**config.mk**
```make
export PLATFORM = sky130hd
export DESIGN_NAME = tinygzip_feeder
export DESIGN_NICKNAME = d
export VERILOG_FILES = /design/src/rtl/tinygzip_feeder.sv
export SDC_FILE = /design/constraint.sdc
export NUM_CORES = 1
export LEC_CHECK = 0
export BUFFER_PORTS_ARGS = -buffer_cell sky130_fd_sc_hd__buf_2
export CORE_UTILIZATION = 30
export DETAILED_ROUTE_END_ITERATION = 8
export SETUP_SLACK_MARGIN = 0.15
export SKIP_LAST_GASP = 1
export SYNTH_ARGS = -nofsm -noshare
export SYNTH_HDL_FRONTEND = slang
export SYNTH_SLANG_ARGS = --single-unit
```
**constraint.sdc**
```tcl
create_clock -name clock -period 2.75 [get_ports clock]
set_input_delay 0.55 -clock clock [delete_from_list [all_inputs] [get_ports clock]]
set_output_delay 0.55 -clock clock [all_outputs]
set_load 0.01 [all_outputs]
```
**src/rtl/tinygzip_feeder.sv**
```systemverilog
`default_nettype none
// =====================================================================
// tinygzip_feeder: request FIFO and issue/return adapter for tinygzip.
// Optional watchdog macro: TINYGZIP_FEEDER_WATCHDOG_EN.      Rev 1.0
// =====================================================================
module tinygzip_feeder #(
  parameter int DEPTH   = 4,
  parameter int TIMEOUT = 64
) (
  input  logic        clock,
  input  logic        resetn,
  input  logic        in_valid,
  output logic        in_ready,
  input  logic [31:0] in_rs1,
  input  logic [4:0]  in_rs2,
  output logic        out_valid,
  input  logic        out_ready,
  output logic [31:0] out_rd,
  output logic        unit_start,
  output logic [31:0] unit_rs1,
  output logic [4:0]  unit_rs2,
  input  logic [31:0] unit_rd,
  input  logic        unit_busy,
  input  logic        unit_done,
  output logic        err
);

  localparam int          AW         = (DEPTH > 1) ? $clog2(DEPTH) : 1;
  localparam logic [AW:0] FULL_COUNT = (AW + 1)'(DEPTH);

  typedef enum logic [0:0] {
    IDLE = 1'b0,
    WAIT = 1'b1
  } state_t;

  logic [36:0]   fifo_mem [DEPTH];
  logic [AW-1:0] wr_ptr;
  logic [AW-1:0] rd_ptr;
  logic [AW:0]   count;
  state_t        state;

  logic full;
  logic empty;
  logic push;
  logic pop;
  logic slot_free;
  logic issue_ok;
  logic wd_expire;

  assign full      = (count == FULL_COUNT);
  assign empty     = (count == '0);
  assign in_ready  = !full;
  assign push      = in_valid && !full;
  assign slot_free = !out_valid || out_ready;
  assign issue_ok  = (state == IDLE) && !empty && !unit_busy && slot_free;
  assign pop       = issue_ok;

  // Storage carries no reset; only the pointers and count define occupancy.
  always_ff @(posedge clock) begin
    if (push) begin
      fifo_mem[wr_ptr] <= {in_rs2, in_rs1};
    end
  end

  always_ff @(posedge clock or negedge resetn) begin
    if (!resetn) begin
      wr_ptr <= '0;
      rd_ptr <= '0;
      count  <= '0;
    end else begin
      if (push) begin
        wr_ptr <= wr_ptr + AW'(1);
      end
      if (pop) begin
        rd_ptr <= rd_ptr + AW'(1);
      end
      case ({push, pop})
        2'b10:   count <= count + (AW + 1)'(1);
        2'b01:   count <= count - (AW + 1)'(1);
        default: count <= count;
      endcase
    end
  end

  always_ff @(posedge clock or negedge resetn) begin
    if (!resetn) begin
      state      <= IDLE;
      unit_start <= 1'b0;
      unit_rs1   <= '0;
      unit_rs2   <= '0;
      out_valid  <= 1'b0;
      out_rd     <= '0;
    end else begin
      unit_start <= 1'b0;
      if (out_valid && out_ready) begin
        out_valid <= 1'b0;
      end
      case (state)
        IDLE: begin
          // A done seen here is stale and deliberately ignored.
          if (issue_ok) begin
            unit_start             <= 1'b1;
            {unit_rs2, unit_rs1}   <= fifo_mem[rd_ptr];
            state                  <= WAIT;
          end
        end
        WAIT: begin
          if (unit_done) begin
            out_rd    <= unit_rd;
            out_valid <= 1'b1;
            state     <= IDLE;
          end else if (wd_expire) begin
            state <= IDLE;
          end
        end
        default: state <= IDLE;
      endcase
    end
  end

`ifdef TINYGZIP_FEEDER_WATCHDOG_EN
  localparam int              WD_W    = $clog2(TIMEOUT) + 1;
  localparam logic [WD_W-1:0] WD_LAST = WD_W'(TIMEOUT - 1);

  logic [WD_W-1:0] wd_count;

  // Expire on the edge where the count would reach TIMEOUT.
  assign wd_expire = (state == WAIT) && !unit_done && (wd_count == WD_LAST);

  always_ff @(posedge clock or negedge resetn) begin
    if (!resetn) begin
      wd_count <= '0;
      err      <= 1'b0;
    end else begin
      if (issue_ok) begin
        wd_count <= '0;
      end else if (state == WAIT) begin
        wd_count <= wd_count + WD_W'(1);
      end
      if (wd_expire || ((state == IDLE) && unit_done)) begin
        err <= 1'b1;
      end
    end
  end
`else
  logic unused_cfg;

  assign wd_expire  = 1'b0;
  assign err        = 1'b0;
  assign unused_cfg = ^TIMEOUT;
`endif

endmodule
`default_nettype wire

```
==> impl_results.md <==
* Outcome: complete, no violations
* Detailed placement HPWL at 10,700 um
* Post-route cell area at 10,600 um2
* Die Height at 171 um
* Via/cell ratio at 4.31
* Commonest cells post-synth: edfxtp_1, dfrtp_1, mux4_2
* Number of max-cap violations at 0
* Worst-path fanout max at 6
* WL/cell at 17.7 um
* EDFF count, synth at 148
* Clk_lat worst skew at 500 ps
* Final net count at 636
* Top-count cell post-synth: edfxtp_1
* Initial Util at 30.7%
* Met3 Usage GRT at 2.85%
* Row count at 61
* Core box area at 28,000 um2
* Synth Register Bits at 227
* Crit path to: count[2]
* Antenna Violating Nets Remaining at 0
* M1 GR Usage at 14.1%
* Met2 Use GR at 20.6%
* Root buffer cell: clkbuf_16
* Drt drc at 0
* Max-slew headroom at 42.9%
* Post-route insts no fill at 954
* Placed insts at 907
* Placed instance area at 9790 um2
* Total grt overflow at 0
* Peak supply drop at 0.478 mV
* Cell area after synthesis at 8610 um2
* H-Tree Depth at 1
* Fin Setup TNS at 0 ps
* Die Wd at 171 um
* Final worst-path cycle share at 84.1%
* Clk buf depth at 3
* Startpoint types: register
* Crit end category: register
* Post-Synthesis Cells at 389
* Io pins at 148
* Async SR Flop Fraction at 34.8%
* DRT Wirelength at 16,900 um
* Top cells by area, synth: edfxtp_1, dfrtp_1, mux4_2
* Most Used Layer, Global Route: met2
* Post-layout min period at 2310 ps
* RSZ-0062 raised after global routing: false
* Power Density at 1140 nW/um2
* Synth area leader: edfxtp_1
* Worst hold slack at 60.5 ps
* Detailed Routing Iterations Pass 1 at 4
* Worst min path class: in2async
* First-pass GRT wire length at 25,700 um
* Worst-Margin Slew at 856 ps
* Sink Count at 227
* Lkg Pwr at 4.19 nW
* P&R area growth vs syn at 23.0%
* Filler Cell Count at 2,565
* Reg-to-reg endpoint: count[2]
* Register area share after synthesis at 74.6%
* Vias in the first global route at 4,508
* Setup violations, final at 0
* Final Hold Fails at 0
* Share of post-route cells with drive strength above 1 at 53.8%
* Mean post-synth cell area at 22.1 um2
* Largest net degree at the start of global routing at 45
* Num CTS Buffers at 24
* Total number of vias at 4,113
* Die Area at 29,400 um2
* CP Class: reg2reg
* Ys flop type: edfxtp_1
* Clock Pin Slew Worst Setup and Hold Paths at 60 ps
* Post-synthesis cell type count at 29
* Hold Buf Count CTS at 0
* CP required at 3170 ps
* Worst-case reg-to-reg path depth at 9
* Reg2Reg Setup Slack at 440 ps
* Multi-input logic area at 2010 um2
* Reg2reg start: count[0]
* Register Area at 6430 um2
* FMAX at 432 MHz
* Final max-slew violation count at 0
* Worst path arrival time at 2730 ps
* CTS tree: built
* Pwr Total at 0.0121 W
* Worst Setup SP: count[0]
* GPL Wtd Cong at 0.673
* IO Port Bufs at 146
* First DRT Iteration DRCs at 156
* Initial antenna violation count at 3
* Synth top area share at 51.6%
* Synthesized Nets at 470
* PostCTS Resize Cnt at 0
* Synth Warn # at 0
* Gr usage total at 11.7%
* Clock skew at 9.18 ps
* Postcts setup bufs at 0
==> area by class of cell <==
cell class                 count  share of cell area [%]
sequential                   227                    60.7
multi-input combinational    136                    19.0
timing repair buffer         157                    7.94
clock buffer                  33                    6.28
tap                          378                    4.46
clock inverter                11                    1.24
inverter                       9                   0.319
antenna                        3                  0.0709
==> flip-flops by register name, summed over array words and instances (netlist names) <==
register / count
rd_ptr: 2
state: 1
unit_rs2: 5
unit_rs1: 32
out_rd: 32
unit_start: 1
out_valid: 1
fifo_mem: 148
count: 3
wr_ptr: 2
==> logic make-up (layout without fill, tap and decap cells) <==
family	count (synthesis)	after routing	share of synthesized area (%)
AND/OR/NAND/NOR	14	14	1.15
AO/OA/AOI/OAI	1	1	0.0581
other	1	4	0.0436
multiplexers	108	108	20.5
buffers and inverters	26	210	2.09
XOR/XNOR	6	6	0.610
adder cells (fa/ha/maj)	6	6	0.959
flip-flops	227	227	74.6
==> worst max-delay path, cell delays in order (launching register included) <==
cell and delay [ps]:
dfrtp_1 410, or3b_1 450, and2_1 230, inv_1 70, ha_1 170, inv_1 60, fa_1 370, xor2_1 150
nor2_1 140, xor2_1 180
==> layout by cell type (no fill, tap or decap), types with 4 or more instances in the layout <==
master     instances
ha_1               5
mux2_2            34
mux4_2            37
dfrtp_1           77
clkbuf_16         25
xnor2_1            4
clkinv_2           6
mux2_4            36
edfxtp_1         148
and3_2             4
buf_2            145
buf_4             10
clkbuf_1           7
inv_1              9
==> through the flow <==
stage | util, % | setup slack (ps)
after floorplan | - | 328
after global routing | 37.8 | 256
final | 37.8 | 437
after global placement | 34.9 | 399
after detailed placement | 34.9 | 362
after CTS | 37.8 | 441
==> power breakdown <==
group	switching [W]	internal, W
clock	0.00125	0.00197
sequential	0.000602	0.00475
combinational	0.00157	0.00197
total	0.00342	0.00869
==> how the worst min path moves through the flow <==
stage | to | slack, ps | cells after the start
3_3_place_gp | count[2] | 470 | 1
4_1_cts | out_rd[8] | 60 | 1
3_5_place_dp | out_rd[13] | 490 | 1
2_1_floorplan | count[0] | 250 | 0
5_1_grt | out_rd[11] | 90 | 1
6_report | out_rd[5] | 60 | 1
==> metal layers <==
layer | wire length, um | part of all wire [%]
met4 | 447 | 2.6
met5 | 13 | 0.077
met1 | 7080 | 42
met2 | 8270 | 49
met3 | 1120 | 6.6
(Power assumes the default switching activity.)
